--- src/rtl/srff_cmd_debounce.sv ---
// Command front end for an asynchronously reset SR flip-flop: synchronises and
// debounces raw set/clear lines and issues mutually exclusive one-cycle s/r pulses.

module srff_cmd_debounce_chan #(
    parameter int DB_CYCLES = 4,
    parameter int CNT_W     = $clog2(DB_CYCLES)
) (
    input  logic clk,
    input  logic rst_n,
    input  logic raw_i,
    output logic rise_o
);

    localparam logic [CNT_W-1:0] CNT_LAST = CNT_W'(DB_CYCLES - 1);

    logic             sy1_q;
    logic             sy2_q;
    logic             stable_q;
    logic             stable_d;
    logic [CNT_W-1:0] cnt_q;
    logic [CNT_W-1:0] cnt_d;
    logic             accept;

    always_ff @(posedge clk or negedge rst_n) begin
        if (!rst_n) begin
            sy1_q    <= 1'b0;
            sy2_q    <= 1'b0;
            stable_q <= 1'b0;
            cnt_q    <= '0;
        end else begin
            sy1_q    <= raw_i;
            sy2_q    <= sy1_q;
            stable_q <= stable_d;
            cnt_q    <= cnt_d;
        end
    end

    // Any sample that agrees with the accepted level restarts the count.
    always_comb begin
        stable_d = stable_q;
        cnt_d    = '0;
        accept   = 1'b0;
        if (sy2_q != stable_q) begin
            if (cnt_q == CNT_LAST) begin
                accept   = 1'b1;
                stable_d = sy2_q;
            end else begin
                cnt_d = cnt_q + CNT_W'(1);
            end
        end
    end

    // Only 0->1 acceptances are requests; falling acceptances just track the level.
    assign rise_o = accept & sy2_q;

endmodule

module srff_cmd_debounce #(
    parameter int DB_CYCLES = 4,
    parameter int CNT_W     = $clog2(DB_CYCLES)
) (
    input  logic clk,
    input  logic rst,
    input  logic set_in,
    input  logic clr_in,
    output logic s,
    output logic r,
    output logic conflict
);

    localparam int N_CH = 2;

    logic [N_CH-1:0] raw_vec;
    logic [N_CH-1:0] rise_vec;
    logic            s_q;
    logic            s_d;
    logic            r_q;
    logic            r_d;
    logic            conflict_q;
    logic            conflict_d;

    assign raw_vec = {clr_in, set_in};

    generate
        for (genvar gi = 0; gi < N_CH; gi++) begin : g_ch
            srff_cmd_debounce_chan #(
                .DB_CYCLES (DB_CYCLES),
                .CNT_W     (CNT_W)
            ) u_chan (
                .clk    (clk),
                .rst_n  (rst),
                .raw_i  (raw_vec[gi]),
                .rise_o (rise_vec[gi])
            );
        end
    endgenerate

    // Simultaneous acceptance drops both requests so 11 can never reach the flop.
    always_comb begin
        s_d        = rise_vec[0] & ~rise_vec[1];
        r_d        = rise_vec[1] & ~rise_vec[0];
        conflict_d = rise_vec[0] &  rise_vec[1];
    end

    always_ff @(posedge clk or negedge rst) begin
        if (!rst) begin
            s_q        <= 1'b0;
            r_q        <= 1'b0;
            conflict_q <= 1'b0;
        end else begin
            s_q        <= s_d;
            r_q        <= r_d;
            conflict_q <= conflict_d;
        end
    end

    assign s        = s_q;
    assign r        = r_q;
    assign conflict = conflict_q;

endmodule

--- config.mk ---
export PLATFORM = sky130hd
export DESIGN_NAME = srff_cmd_debounce
export DESIGN_NICKNAME = d
export VERILOG_FILES = /design/src/rtl/srff_cmd_debounce.sv
export SDC_FILE = /design/constraint.sdc
export NUM_CORES = 1
export LEC_CHECK = 0
export BUFFER_PORTS_ARGS = -buffer_cell sky130_fd_sc_hd__buf_2
export CORE_AREA = 2 2 39 41
export DETAILED_ROUTE_END_ITERATION = 10
export DIE_AREA = 0 0 41 43
export PLACE_DENSITY = 0.62
export SYNTH_ARGS = -nofsm -noshare
export SYNTH_HDL_FRONTEND = slang
export SYNTH_SLANG_ARGS = --single-unit
--- constraint.sdc ---
create_clock -name clk -period 0.9 [get_ports clk]
set_input_delay 0.09 -clock clk [delete_from_list [all_inputs] [get_ports clk]]
set_output_delay 0.09 -clock clk [all_outputs]
set_load 0.03 [all_outputs]
# [After elaboration in Yosys (flattened, before gate mapping)]
# Index checks and enable logic that the tools add are counted.
[totals] reg_bits=13 input_bits=4 out_inout_bits=3 elab_cells=34
[classes] n_addsub=2 n_eq_ne=4 mux=8 bitwise_logic=7 reduce_logical=2
[op_table] op="$mux W2" count=4
[op_table] op="$and A1 B1 Y1" count=5
[op_table] op="$add A2 B1 Y2 const B" count=2
[op_table] op="$eq A2 B2 Y1 const B" count=2
[op_table] op="$mux W1" count=4
[op_table] op="$reduce_and A2 Y1" count=2
[op_table] op="$ne A1 B1 Y1" count=2
[op_table] op="$not A1 Y1" count=2

# [Logic depth before layout (Yosys ltp)]
[depth] depth_word=6 ltp_mapped=3 ltp_nobuf=3

# [Cells and area by module]
# Synthesis repeated with hierarchy kept, for this count alone.
[unflattened] cells_unflattened=28 area_unflattened_um2=465.4
[by_module_without_submodules] mod="srff_cmd_debounce_chan" n_inst=2 cells_each=11 area_per_inst_um2=183.9
[by_module_without_submodules] mod="srff_cmd_debounce" n_inst=1 cells_each=6 area_per_inst_um2=97.6

# [Worst setup path after synthesis]
# OpenSTA, ideal clock, no wires.
[synth_timing] path_type="reg-to-reg" startpoint="register g_ch[0].u_chan.cnt_q[0]" endpoint="register g_ch[0].u_chan.stable_q" setup_ns=0.125 arrival_time_ns=0.868 setup_slack_ns=-0.093 stages_incl_launch_ff=3 n_path_buf=0 cell_sequence="dfrtp_1 ha_1 mux2_2"
[synth_between] elab_chain_len=2
[synth_lines] element="from (decl)" line_no="20" text="logic [CNT_W-1:0] cnt_q;"
[synth_lines] element="from (signal assigned)" line_no="34" text="cnt_q <= cnt_d;"
[synth_lines] element="$eq A2 B2 Y1" line_no="44" text="if (cnt_q == CNT_LAST) begin"
[synth_lines] element="$reduce_and A2 Y1 (no source line)"
[synth_lines] element="to (signal assigned)" line_no="33" text="stable_q <= stable_d;"
[synth_lines] element="to (decl)" line_no="18" text="logic stable_q;"
# Every way passes these cells.
# A chain may end at the register's enable or synchronous reset.

# [Worst setup path after layout]
[layout_timing] startpoint="register g_ch[1].u_chan.cnt_q[0]" endpoint="register g_ch[1].u_chan.stable_q"
[layout_between] elab_chain_len=2
[layout_lines] element="from (decl)" line_no="20"
[layout_lines] element="from (signal assigned)" line_no="34"
[layout_lines] element="$eq A2 B2 Y1" line_no="44"
[layout_lines] element="$reduce_and A2 Y1 (no source line)"
[layout_lines] element="to (signal assigned)" line_no="33"
[layout_lines] element="to (decl)" line_no="18"
# Every way passes these cells.

==> impl_metrics.tcl <==
set metrics [dict create \
    worst-setup-path-type "flop to flop" \
    ff2ff_path_depth 2 \
    rsz0062_at_grt "yes" \
    r2r_start "g_ch[1].u_chan.cnt_q[0]" \
    syn_avg_cell_area_um2 16.2 \
    die_height_um 43 \
    synth_seq_area_share 0.716 \
    powerDensity_nw_per_um2 2630 \
    die_w_um 41 \
    wirelength_um 666 \
    wl_per_cell_um 10.6 \
    cts_root_buf "clkbuf_4" \
    violations "setup timing" \
    p_int_mw 1.27 \
    worstReg2RegEnd "g_ch[1].u_chan.stable_q" \
    crit_path_end_kind "flop" \
    grt_util_all_layers 0.103 \
    ys_types 8 \
    port_buffers 6 \
    clk_latency_ns 0.26 \
    worst_slew_pin_slew_ns 0.275 \
    ys_ff_latch 13 \
    clockPowerShare 0.191 \
    synth-main-ff-cell "dfrtp_1" \
    post-place-ws_ns -0.0926 \
    yosys.area.top_type "dfrtp_1" \
    post-place-cells 54 \
    maxCapViolCount 0 \
    irDropWorstVdd_mv 1.07 \
    synthToLayoutAreaGrowth_pct 45.5 \
    slew_headroom 0.816 \
    path_depth 2 \
    cts.sinks 13 \
    synth_edf_count 0 \
    slowest_delay_ns 0.41 \
    path_clk_slew_ns 0.07 \
    start_util 0.328 \
    antenna_found_initial 0 \
    drc 0 \
    crit_fanout 3 \
    yosys.area.top_type_share 0.716 \
    worstSetupStartpointType "flop" \
    startpoint "g_ch[1].u_chan.cnt_q[0]" \
    via_count 277 \
    fmax_mhz 1000 \
    gp_congestion 0.747 \
    antennaDiodeCount 0 \
    hold_path.class "input pin to async pin" \
    cts_buffers 3 \
    fin_setup_tns_ns -0.275 \
    skew_ns 0.00369 \
    num_rows 14 \
    timing.final.crit_period_ns 0.997 \
    fin_ws_ns -0.0972 \
    hold_viol_final 0 \
    crit_arrival_ns 1.14 \
    slowest_stage "dfrtp_1" \
    r2r_setup_slack_ns -0.1 \
    yosysMostFrequentCell "dfrtp_1" \
    setup_viol_count_final 5 \
    power_switching_mw 0.468 \
    yosys_warnings 0 \
    dp_hpwl_um 498 \
    syn_nets 34 \
    initialDrtViolationCount 0 \
    status "finished, violations left" \
    synth_commonest_cells "dfrtp_1, nor2b_1" \
    first_pass_iters 1 \
    ant_nets 0 \
    viasPerCell 4.40 \
    holdWs_ns 0.226 \
    grt_pass1_wl_um 1170 \
    ios 7 \
    cts_tree "built" \
    dpl_cell_area_um2 547 \
    required_ns 1.05 \
    seq_power_share 0.482 \
    final_util 0.477 \
    instances_no_fill 63 \
    drv_slew 0 \
    finalCritPeriodShare 1.11 \
    cts.path.max_buffers 2 \
    final_area_um2 661 \
    grt_pass1_vias 296 \
    crit_buf_inv 0 \
    p_comb_frac 0.327 \
    core_area_um2 1380 \
    p_leak_nw 0.306 \
    gr-total-overflow 0 \
    path_delay_family "flip-flops" \
    crit_path_cell_trace "ha_4, mux2_4" \
    synth-async-reset-ratio 1.00 \
    synthesis.area_um2 454 \
    die_area_um2 1760 \
    crit_end "g_ch[1].u_chan.stable_q" \
    swShare 0.269 \
    synth_area_leaders "dfrtp_1, ha_1, nor2b_1" \
    syn-instance-count 28 \
    drive_gt1_frac 0.447 \
    total_power_mw 1.74 \
    cts.htree.levels 1 \
    grt_max_degree 14 \
    fin_nets 54 \
]
-- layout make-up --
type	count	area (µm²)
Fill cell	129	723
Sequential cell	13	325
Multi-Input combinational cell	15	161
Timing Repair Buffer	15	128
Clock buffer	4	26.3
Tap cell	16	20.0
-- timing repair --
item	in CTS	in global routing
pin swaps	1	1
setup endpoints to repair	9	11
hold endpoints to repair	15	0
buffers inserted	2	0
resized for setup	4	7
gates cloned	0	0
hold buffers	3	0
-- power groups by stage --
stage                     sequential (mW)  combinational (mW)  clock, mW
after floorplan                     0.815               0.283          0
after global placement              0.802               0.422          0
after detailed placement            0.820               0.464          0
after CTS                           0.835               0.564      0.349
after global routing                0.854               0.646      0.373
final                               0.839               0.568      0.332
-- logic make-up (layout without fill, tap and decap cells) --
kind of cell             after synthesis  count (layout)  synth area share
adder cells (fa/ha/maj)                2               2            0.0551
XOR/XNOR                               2               2            0.0386
flip-flops                            13              13             0.716
multiplexers                           2               2            0.0496
AND/OR/NAND/NOR                        9               9             0.140
buffers and inverters                  0              19                 0
-- cell usage in the layout, fill, tap and decap left out, drive strengths merged --
master	count
dlygate4sd3	3
ha	2
dfrtp	13
nand3b	2
nor2b	4
mux2	2
clkbuf	4
xnor2	2
nor2	1
nor3	2
buf	12
-- per-layer routing --
metal | up-vias | track usage | share of wire
met4 | 0 | 0.0600 | 0
met5 | - | 0 | 0
li1 | 130 | - | -
met2 | 7 | 0.163 | 0.55
met1 | 140 | 0.117 | 0.40
met3 | 0 | 0.0314 | 0.056
-- worst reg2reg max path: stages (launching register included) --
cell     delay, ns
dfrtp_1       0.41
ha_4          0.18
mux2_4        0.29
-- worst min path at each step --
stage / start / end / slack, ns
after floorplan: rst / conflict / -0.21
after global placement: rst / r / -0.02
after detailed placement: rst / r / -0.01
after CTS: rst / r / 0.23
after global routing: rst / g_ch[1].u_chan.sy1_q / 0.26
final: rst / s / 0.23
-- flip-flops by register name, indices dropped and copies added (netlist names) --
register	flops
g_ch.u_chan.cnt_q	4
g_ch.u_chan.stable_q	2
g_ch.u_chan.sy1_q	2
g_ch.u_chan.sy2_q	2
conflict	1
r	1
s	1
(Power assumes the default switching activity.)
